File: config.mk
export PLATFORM = sky130hd
export DESIGN_NAME = beep_seq
export DESIGN_NICKNAME = d
export VERILOG_FILES = /design/src/rtl/beep_pkg.sv /design/src/rtl/tone_div.sv /design/src/rtl/beep_seq.sv
export SDC_FILE = /design/constraint.sdc
export NUM_CORES = 1
export LEC_CHECK = 0
export CORE_MARGIN = 10
export CORE_UTILIZATION = 48
export DETAILED_ROUTE_END_ITERATION = 16
export PLACE_DENSITY_LB_ADDON = 0.05
export SLEW_MARGIN = 15
export SYNTH_ARGS = -nofsm -noshare
export SYNTH_HDL_FRONTEND = slang
export SYNTH_HIERARCHICAL = 1
export SYNTH_SLANG_ARGS = --single-unit
File: constraint.sdc
create_clock -name clk -period 1.6 [get_ports clk]
set_input_delay 0.16 -clock clk [delete_from_list [all_inputs] [get_ports clk]]
set_output_delay 0.16 -clock clk [all_outputs]
set_load 0.01 [all_outputs]
File: src/rtl/beep_pkg.sv
// Shared types for the buzzer pattern sequencer: FSM states, pattern modes,
// and the per-segment tone selection.
package beep_pkg;

  typedef enum logic [1:0] {
    IDLE = 2'd0,
    PLAY = 2'd1,
    DONE = 2'd2
  } state_e;

  localparam logic [1:0] MODE_ALT = 2'd0;
  localparam logic [1:0] MODE_A   = 2'd1;
  localparam logic [1:0] MODE_B   = 2'd2;
  localparam logic [1:0] MODE_GAP = 2'd3;

  typedef enum logic [1:0] {
    TONE_A   = 2'd0,
    TONE_B   = 2'd1,
    TONE_OFF = 2'd2
  } tone_e;

  // Tone carried by a segment, given the latched mode and segment parity.
  function automatic tone_e seg_tone(input logic [1:0] mode, input logic odd);
    tone_e t;
    t = TONE_A;
    case (mode)
      MODE_ALT: t = odd ? TONE_B : TONE_A;
      MODE_A:   t = TONE_A;
      MODE_B:   t = TONE_B;
      MODE_GAP: t = odd ? TONE_OFF : TONE_A;
    endcase
    return t;
  endfunction

endpackage

File: src/rtl/tone_div.sv
// Half-period square-wave divider: tone toggles every `half` enabled cycles;
// clr forces phase back to zero with the tone low.
module tone_div #(
  parameter int unsigned DIV_W  = 1,
  parameter int unsigned HALF_W = 2
) (
  input  logic              clk,
  input  logic              rst,
  input  logic              clr,
  input  logic              en,
  input  logic [HALF_W-1:0] half,
  output logic              tone
);

  logic [DIV_W-1:0]  div_q, div_d;
  logic              tone_q, tone_d;
  logic [HALF_W-1:0] half_m1;

  assign half_m1 = half - HALF_W'(1);

  always_comb begin
    div_d  = div_q;
    tone_d = tone_q;
    if (clr) begin
      div_d  = '0;
      tone_d = 1'b0;
    end else if (en) begin
      if (HALF_W'(div_q) == half_m1) begin
        div_d  = '0;
        tone_d = ~tone_q;
      end else begin
        div_d = div_q + DIV_W'(1);
      end
    end
  end

  always_ff @(posedge clk) begin
    if (rst) begin
      div_q  <= '0;
      tone_q <= 1'b0;
    end else begin
      div_q  <= div_d;
      tone_q <= tone_d;
    end
  end

  assign tone = tone_q;

endmodule

File: src/rtl/beep_seq.sv
// Tone-pattern sequencer for the game buzzer: plays NUM_SEG segments of
// SEG_TICKS cycles, each carrying tone A, tone B or silence per the latched mode.
module beep_seq
  import beep_pkg::*;
#(
  parameter int unsigned SEG_TICKS = 250,
  parameter int unsigned NUM_SEG   = 4,
  parameter int unsigned HALF_A    = 1,
  parameter int unsigned HALF_B    = 2
) (
  input  logic       clk,
  input  logic       rst,
  input  logic       start,
  input  logic       abort,
  input  logic [1:0] mode,
  output logic       beep,
  output logic       busy,
  output logic       over
);

  localparam int unsigned TICK_W   = (SEG_TICKS > 1) ? $clog2(SEG_TICKS) : 1;
  localparam int unsigned SEG_W    = (NUM_SEG > 1) ? $clog2(NUM_SEG) : 1;
  localparam int unsigned HALF_MAX = (HALF_A > HALF_B) ? HALF_A : HALF_B;
  localparam int unsigned DIV_W    = (HALF_MAX > 1) ? $clog2(HALF_MAX) : 1;
  localparam int unsigned HALF_W   = $clog2(HALF_MAX + 1);

  state_e            state_q, state_d;
  logic [1:0]        mode_q, mode_d;
  logic [TICK_W-1:0] tick_q, tick_d;
  logic [SEG_W-1:0]  seg_q, seg_d;
  logic              busy_q, busy_d;
  logic              over_q, over_d;
  logic              seg_end;
  logic              adv;
  logic              tone_en;
  tone_e             sel;
  logic [HALF_W-1:0] half;

  assign seg_end = (tick_q == TICK_W'(SEG_TICKS - 1));
  assign sel     = seg_tone(mode_q, seg_q[0]);

  always_comb begin
    state_d = state_q;
    mode_d  = mode_q;
    tick_d  = tick_q;
    seg_d   = seg_q;
    adv     = 1'b0;
    case (state_q)
      IDLE, DONE: begin
        if (start) begin
          state_d = PLAY;
          mode_d  = mode;
          tick_d  = '0;
          seg_d   = '0;
        end
      end
      PLAY: begin
        if (abort) begin
          state_d = IDLE;
        end else if (seg_end) begin
          tick_d = '0;
          if (seg_q == SEG_W'(NUM_SEG - 1)) state_d = DONE;
          else seg_d = seg_q + SEG_W'(1);
        end else begin
          tick_d = tick_q + TICK_W'(1);
          adv    = 1'b1;
        end
      end
      default: state_d = IDLE;
    endcase
    busy_d = (state_d == PLAY);
    over_d = (state_d == DONE);
  end

  always_ff @(posedge clk) begin
    if (rst) begin
      state_q <= IDLE;
      mode_q  <= MODE_ALT;
      tick_q  <= '0;
      seg_q   <= '0;
      busy_q  <= 1'b0;
      over_q  <= 1'b0;
    end else begin
      state_q <= state_d;
      mode_q  <= mode_d;
      tick_q  <= tick_d;
      seg_q   <= seg_d;
      busy_q  <= busy_d;
      over_q  <= over_d;
    end
  end

  // Divider only runs while staying inside an audible segment; every other
  // transition (entry, segment boundary, exit) re-phases it to zero.
  assign tone_en = adv && (sel != TONE_OFF);
  assign half    = (sel == TONE_B) ? HALF_W'(HALF_B) : HALF_W'(HALF_A);

  tone_div #(
    .DIV_W (DIV_W),
    .HALF_W(HALF_W)
  ) u_div (
    .clk (clk),
    .rst (rst),
    .clr (~adv),
    .en  (tone_en),
    .half(half),
    .tone(beep)
  );

  assign busy = busy_q;
  assign over = over_q;

endmodule
==> results.sh, run 1 <==
export IMPL_status="completed"
export IMPL_clock_skew_ns=0.00542
export IMPL_synth_yosys_seq_area_share_pct=40.4
export IMPL_fp_row_count=15
export IMPL_place_port_buffers=8
export IMPL_final_min_period_over_clock_period_pct=93.8
export IMPL_place_worst_setup_slack_ns=-0.107
export IMPL_numClockSinks=18
export IMPL_startpoint_type="register"
export IMPL_power_leakage_nw=0.420
export IMPL_grt_antenna_before_repair=0
export IMPL_cp_slowest_cell="sky130_fd_sc_hd__dfxtp_1"
export IMPL_groute_usage_overall_pct=9.60
export IMPL_synth_cell_area_sq_um=892
export IMPL_synth_xor_xnor_area_share_pct=6.87
export IMPL_insertion_delay_ns=0.28
export IMPL_biggest_area_contributors_in_the_synthesized_netlist="sky130_fd_sc_hd__dfxtp_1, sky130_fd_sc_hd__nor2_1, sky130_fd_sc_hd__ha_1"
export IMPL_global_route_usage_met1_pct=10.7
export IMPL_initial_core_util_pct=51.1
export IMPL_drt_iter0_markers=16
export IMPL_detail_route_first_pass_iterations=4
export IMPL_total_power_consumption_mw=0.804
export IMPL_fraction_of_the_mapped_netlist_area_in_compound_gates_pct=20.5
export IMPL_critical_path_endpoint_type="register"
export IMPL_finalSetupViolCount=0
export IMPL_post_route_cells_drive_above_1_share_pct=20.7
export IMPL_global_route_wire_length_before_repair_um=3110
export IMPL_detailroute_via_count=766
export IMPL_post_synth_and_or_nand_nor_area_fraction_pct=26.2
export IMPL_yosys_area_share_adder_pct=4.21
export IMPL_synthesis_instances=98
export IMPL_stdcell_area_sq_um=1140
export IMPL_cell_family_with_most_cp_delay="compound AO/OA/AOI/OAI gates"
export IMPL_yosysTopAreaCellShare_pct=40.4
export IMPL_ys_async_sr_fraction_pct=0
export IMPL_timing_hold_worst_class="input port to register"
export IMPL_critical_path_required_ns=1.77
export IMPL_cp_data_arrival_time_ns=1.67
export IMPL_post_cts_setup_buffers=0
export IMPL_floorplan_die_area_sq_um=3980
export IMPL_mappedNetlistNets=107
export IMPL_syn_warnings=6
export IMPL_slew_limit_headroom_pct=74.3
export IMPL_floorplan_io_pins=9
export IMPL_dp_hpwl_um=1440
export IMPL_global_route_track_usage_on_met3_pct=3.00
export IMPL_tritoncts_clock_tree="built"
export IMPL_crit_type="register to register"
export IMPL_synth_top_family_by_area="simple AND/OR/NAND/NOR gates"
export IMPL_crit_buf_inv=0
export IMPL_wl_per_cell_um=12.6
export IMPL_report_final_slew_viol_count=0
export IMPL_synth_seq_cells=18
export IMPL_synth_edf_count=0
export IMPL_power_per_cell_area_nw_per_um2=708
export IMPL_crit_path_cell_chain="nand4_1 -> o21ai_1 -> a31oi_2 -> and4b_1 -> o21ai_1 -> o31ai_1"
export IMPL_post_route_drc_count=0
export IMPL_chipHeight_um=63.1
export IMPL_synth_mux_area_fraction_pct=0
export IMPL_die_width_um=63.1
export IMPL_final_antenna_net_count=0
export IMPL_final_critical_path_setup_slack_ns=0.0996
export IMPL_layout_nets=132
export IMPL_worst_ir_drop_vdd_v=0.000556
export IMPL_synthDominantAreaCellType="sky130_fd_sc_hd__dfxtp_1"
export IMPL_wl_um=1840
export IMPL_critical_path_max_stage_delay_ns=0.38
export IMPL_cts_root_buffer="sky130_fd_sc_hd__clkbuf_4"
export IMPL_routabilityCongestion=0.805
export IMPL_core_area_sq_um=1750
export IMPL_synthDistinctLibCells=34
export IMPL_grt_max_degree=10
export IMPL_syn2layout_area_growth_pct=27.3
export IMPL_detailed_place_area_sq_um=1100
export IMPL_cap_viol_max_count=0
export IMPL_worst_setup_hold_path_clk_slew_ns=0.10
export IMPL_max_freq_mhz=666
export IMPL_crit_path_frequent_cell="sky130_fd_sc_hd__o21ai_1"
export IMPL_clockBufferDepth=2
export IMPL_detail_route_vias_per_cell=5.25
export IMPL_first_global_vias=723
export IMPL_prevailing_post_synth_register_cell="sky130_fd_sc_hd__dfxtp_1"
export IMPL_num_antenna_cells=0
export IMPL_globalRoute_totalOverflow=0
export IMPL_worstMarginPinSlew_ns=0.384
export IMPL_syn_area_per_cell_sq_um=9.10
export IMPL_time_the_worst_path_needs_with_i_o_delays_and_setup_ns=1.50
export IMPL_ctsHtreeMaxLevel=1
export IMPL_post_route_util_pct=65.1
export IMPL_top_usage_layer="met2"
export IMPL_groute_layer_met2_usage_pct=15.9
export IMPL_cts_buffers=3
export IMPL_worstPathMaxFanout=4
export IMPL_final_hold_viol_count=0
worst register-to-register path, cell delays in order (launching register included):
cell and delay (ns):
sky130_fd_sc_hd__dfxtp_1 0.38, sky130_fd_sc_hd__nand4_1 0.21, sky130_fd_sc_hd__o21ai_1 0.26, sky130_fd_sc_hd__a31oi_2 0.08
sky130_fd_sc_hd__and4b_1 0.23, sky130_fd_sc_hd__o21ai_1 0.14, sky130_fd_sc_hd__o31ai_1 0.08
layer usage:
layer | part of all wire, % | vias up
li1 | - | 404
met1 | 49 | 353
met2 | 47 | 7
met3 | 3.1 | 2
met4 | 0.81 | 0
met5 | 0 | -
flip-flops by register name, indices dropped and copies added (netlist names):
name / cells
state_q: 2
u_div/div_q: 1
seg_q: 2
over: 1
busy: 1
tick_q: 8
mode_q: 2
u_div/tone: 1
placed cells by master (no fill, tap or decap), types with 3 or more instances in the layout:
cell                              Yosys  routed
sky130_fd_sc_hd__nand3b_1             3       3
sky130_fd_sc_hd__buf_4                0      14
sky130_fd_sc_hd__xor2_1               4       4
sky130_fd_sc_hd__nand2_1              8       8
sky130_fd_sc_hd__nand3_1              4       4
sky130_fd_sc_hd__dfxtp_1             18      17
sky130_fd_sc_hd__ha_1                 3       3
sky130_fd_sc_hd__xnor2_1              3       3
sky130_fd_sc_hd__nand2b_1             4       4
sky130_fd_sc_hd__clkdlybuf4s50_1      0       8
sky130_fd_sc_hd__a21oi_1              5       5
sky130_fd_sc_hd__o2111ai_1            3       3
sky130_fd_sc_hd__clkbuf_4             0       3
sky130_fd_sc_hd__nor2_1              11      11
cell usage after synthesis, types with 3 or more instances:
cell / count
sky130_fd_sc_hd__a21oi_1: 5
sky130_fd_sc_hd__dfxtp_1: 18
sky130_fd_sc_hd__ha_1: 3
sky130_fd_sc_hd__nand2_1: 8
sky130_fd_sc_hd__nand2b_1: 4
sky130_fd_sc_hd__nand3_1: 4
sky130_fd_sc_hd__nand3b_1: 3
sky130_fd_sc_hd__nor2_1: 11
sky130_fd_sc_hd__o2111ai_1: 3
sky130_fd_sc_hd__o21ai_0: 3
sky130_fd_sc_hd__xnor2_1: 3
sky130_fd_sc_hd__xor2_1: 4
kinds of logic after synthesis:
kind of cell / Yosys count
flip-flops: 18
AO/OA/AOI/OAI: 24
XOR/XNOR: 7
adder cells (fa/ha/maj): 3
buffers and inverters: 4
AND/OR/NAND/NOR: 42
final cells by class:
class	instances	area, sq um
Clock buffer	3	22.5
Inverter	2	7.51
Sequential cell	18	362
Tap cell	25	31.3
Timing Repair Buffer	22	185
Multi-Input combinational cell	76	528
Fill cell	153	609
power breakdown:
part / total (mW) / internal, mW / switching, mW / leakage, nW
clock network: 0.217 / 0.0873 / 0.130 / 0.0138
registers: 0.468 / 0.460 / 0.00820 / 0.146
logic: 0.118 / 0.0604 / 0.0580 / 0.260
total: 0.804 / 0.608 / 0.196 / 0.420
path summary, 6_finish.rpt:
kind                   start         end  slack [ns]  depth (start not counted)
setup / recovery   tick_q[6]  u_div/tone         0.1                          6
hold / removal       mode[0]   mode_q[0]        0.42                          3
setup reg to reg   tick_q[6]  u_div/tone         0.1                          6
hold reg to reg   u_div/tone  u_div/tone        0.48                          2
metrics by stage:
| stage | hold slack, ns | instances | TNS (ns) |
|---|---|---|---|
| after global placement | 0.460 | 143 | -0.158 |
| after CTS | 0.407 | 146 | 0 |
| after global routing | 0.395 | 146 | -0.00501 |
| after detailed placement | 0.468 | 143 | -0.259 |
| after floorplan | 0.296 | 98 | 0 |
| final | 0.420 | 146 | 0 |
what timing repair did:
item | CTS | global route
gates resized for setup | 0 | 5
hold buffers | 0 | 0
endpoints found under the setup margin | 0 | 3
Power figures use the tool's default switching activity.
==> run 2: changes to the inputs <==
--- a/config.mk
+++ b/config.mk
@@ -5,10 +5,11 @@
 export SDC_FILE = /design/constraint.sdc
 export NUM_CORES = 1
 export LEC_CHECK = 0
-export CORE_MARGIN = 10
+export CORE_MARGIN = 2
 export CORE_UTILIZATION = 48
 export DETAILED_ROUTE_END_ITERATION = 16
 export PLACE_DENSITY_LB_ADDON = 0.05
+export SKIP_LAST_GASP = 1
 export SLEW_MARGIN = 15
 export SYNTH_ARGS = -nofsm -noshare
 export SYNTH_HDL_FRONTEND = slang
==> run 2 against run 1 <==
Compared with the run above:
- sequential share of layout area down 0.075 points
- largest power group unchanged
- wire length down 6.8%
- critical path type unchanged
- clock-buffer cell count up 1
- cell count unchanged
==> results.sh, run 2 (synthesis results as in run 1) <==
export IMPL_first_global_vias=703
export IMPL_numClockSinks=18
export IMPL_timing_hold_worst_class="input port to register"
export IMPL_groute_usage_overall_pct=18.2
export IMPL_crit_path_cell_chain="inv_1 -> ha_1 -> nand3b_1 -> buf_4 -> nor3_1 -> a21oi_1 -> a311oi_1"
export IMPL_total_power_consumption_mw=0.868
export IMPL_post_route_cells_drive_above_1_share_pct=18.2
export IMPL_comb_power_share_pct=13.5
export IMPL_cp_data_arrival_time_ns=1.72
export IMPL_detail_route_first_pass_iterations=4
export IMPL_time_the_worst_path_needs_with_i_o_delays_and_setup_ns=1.50
export IMPL_rsz0062_at_grt="yes"
export IMPL_final_min_period_over_clock_period_pct=94.0
export IMPL_cap_viol_max_count=0
export IMPL_drt_iter0_markers=15
export IMPL_worst_ir_drop_vdd_v=0.000567
export IMPL_grt_max_degree=11
export IMPL_cp_slowest_cell="sky130_fd_sc_hd__dfxtp_1"
export IMPL_critical_path_endpoint_type="register"
export IMPL_layout_nets=131
export IMPL_fp_row_count=15
export IMPL_power_leakage_nw=0.422
export IMPL_num_antenna_cells=0
export IMPL_routabilityCongestion=0.803
export IMPL_netSwitchingFraction_pct=24.1
export IMPL_detail_route_vias_per_cell=5.47
export IMPL_netSwitchingPower_mw=0.209
export IMPL_die_width_um=47.1
export IMPL_fin_tns_setup_ns=0
export IMPL_crit_buf_inv=2
export IMPL_cts_buffers=3
export IMPL_power_frac_clock_pct=32.6
export IMPL_rrSetupSlack_ns=0.1
export IMPL_dp_hpwl_um=1320
export IMPL_number_of_flip_flops_under_the_largest_register_name=8
export IMPL_globalRoute_totalOverflow=0
export IMPL_final_critical_path_setup_slack_ns=0.0957
export IMPL_cell_family_with_most_cp_delay="simple AND/OR/NAND/NOR gates"
export IMPL_worst_setup_hold_path_clk_slew_ns=0.10
export IMPL_final_antenna_net_count=0
export IMPL_insertion_delay_ns=0.30
export IMPL_max_freq_mhz=665
export IMPL_global_route_wire_length_before_repair_um=2800
export IMPL_initial_core_util_pct=51.1
export IMPL_cts_root_buffer="sky130_fd_sc_hd__clkbuf_4"
export IMPL_clockBufferDepth=2
export IMPL_internal_power_mw=0.658
export IMPL_slew_limit_headroom_pct=74.0
export IMPL_power_per_cell_area_nw_per_um2=765
export IMPL_core_area_sq_um=1750
export IMPL_critical_path_required_ns=1.81
export IMPL_status="completed"
export IMPL_registers_top_by_ff_count="tick_q"
export IMPL_worstMarginPinSlew_ns=0.390
export IMPL_detailroute_via_count=798
export IMPL_critical_path_max_stage_delay_ns=0.32
export IMPL_tritoncts_clock_tree="built"
export IMPL_syn2layout_area_growth_pct=27.2
export IMPL_seqPwrFrac_pct=53.9
export IMPL_floorplan_die_area_sq_um=2220
export IMPL_startpoint_type="register"
export IMPL_ctsHtreeMaxLevel=1
export IMPL_final_common_cell="sky130_fd_sc_hd__dfxtp_1"
export IMPL_wl_um=1720
export IMPL_post_route_drc_count=0
export IMPL_chipHeight_um=47.1
export IMPL_crit_type="register to register"
export IMPL_report_final_slew_viol_count=0
export IMPL_mostFrequentLayoutCells="sky130_fd_sc_hd__dfxtp_1, sky130_fd_sc_hd__buf_4, sky130_fd_sc_hd__nor2_1, sky130_fd_sc_hd__nand2_1, sky130_fd_sc_hd__clkdlybuf4s50_1"
export IMPL_grt_antenna_before_repair=0
export IMPL_place_worst_setup_slack_ns=-0.113
export IMPL_wl_per_cell_um=11.8
export IMPL_final_hold_viol_count=0
export IMPL_finalSetupViolCount=0
export IMPL_floorplan_io_pins=9
export IMPL_clock_skew_ns=0.00278
export IMPL_place_port_buffers=8
export IMPL_worstPathMaxFanout=4
-- run 2: cell types whose count changed in the layout (fill, tap and decap cells not counted) --
cell,before,now
sky130_fd_sc_hd__clkbuf_8,0,1
sky130_fd_sc_hd__nor3_2,1,0
sky130_fd_sc_hd__nor3_1,1,2
sky130_fd_sc_hd__dfxtp_2,1,0
sky130_fd_sc_hd__a21o_1,1,2
sky130_fd_sc_hd__buf_4,14,13
sky130_fd_sc_hd__a21o_2,1,0
sky130_fd_sc_hd__dfxtp_1,17,18
-- run 2: final cells by class --
type                            instances  area [sq um]
Timing Repair Buffer                   21           178
Multi-Input combinational cell         76           522
Clock buffer                            4          36.3
Tap cell                               25          31.3
Sequential cell                        18           360
Fill cell                             158           611
Inverter                                2          7.51
-- run 2: path summary, 6_finish.rpt --
| check | cells after the start | start | end |
|---|---|---|---|
| setup / recovery | 7 | tick_q[1] | seg_q[0] |
| hold reg to reg | 2 | u_div/tone | u_div/tone |
| setup reg to reg | 7 | tick_q[1] | seg_q[0] |
| hold / removal | 3 | mode[1] | mode_q[1] |
-- run 2: metrics by stage --
step	instances	hold WS, ns	instance area (sq um)	utilization [%]
3_5_place_dp	142	0.465	1090	62.6
3_3_place_gp	142	0.460	1090	62.6
6_report	146	0.400	1130	65.0
4_1_cts	146	0.392	1130	64.7
2_1_floorplan	98	0.296	892	-
5_1_grt	146	0.399	1130	65.0
-- run 2: worst register-to-register path: cells and delay by family (launching register included) --
kind | cells | cell delay (ns)
AO/OA/AOI/OAI | 2 | 0.37
adder cells (fa/ha/maj) | 1 | 0.13
flip-flops | 1 | 0.32
AND/OR/NAND/NOR | 2 | 0.39
buffers and inverters | 2 | 0.21
-- run 2: power by group through the flow --
stage,registers [mW],clock network (mW),logic [mW]
5_1_grt,0.470,0.306,0.131
6_report,0.468,0.283,0.117
3_3_place_gp,0.477,0,0.115
3_5_place_dp,0.478,0,0.117
4_1_cts,0.468,0.290,0.118
2_1_floorplan,0.481,0,0.0593
-- run 2: routing by layer --
metal	wire length [um]	up-vias	global-route usage, %	share of wire [%]
li1	-	402	-	-
met4	38	0	12.2	2.2
met2	841	20	28.8	49
met3	82	5	3.85	4.8
met5	0	-	0	0
met1	755	371	22.2	44
-- run 2: what timing repair did --
action / CTS / global route
hold buffers: 0 / 0
endpoints found under the setup margin: 0 / 2
resized for setup: 0 / 2
setup buffers: 0 / 0
hold endpoints to repair: 0 / 0
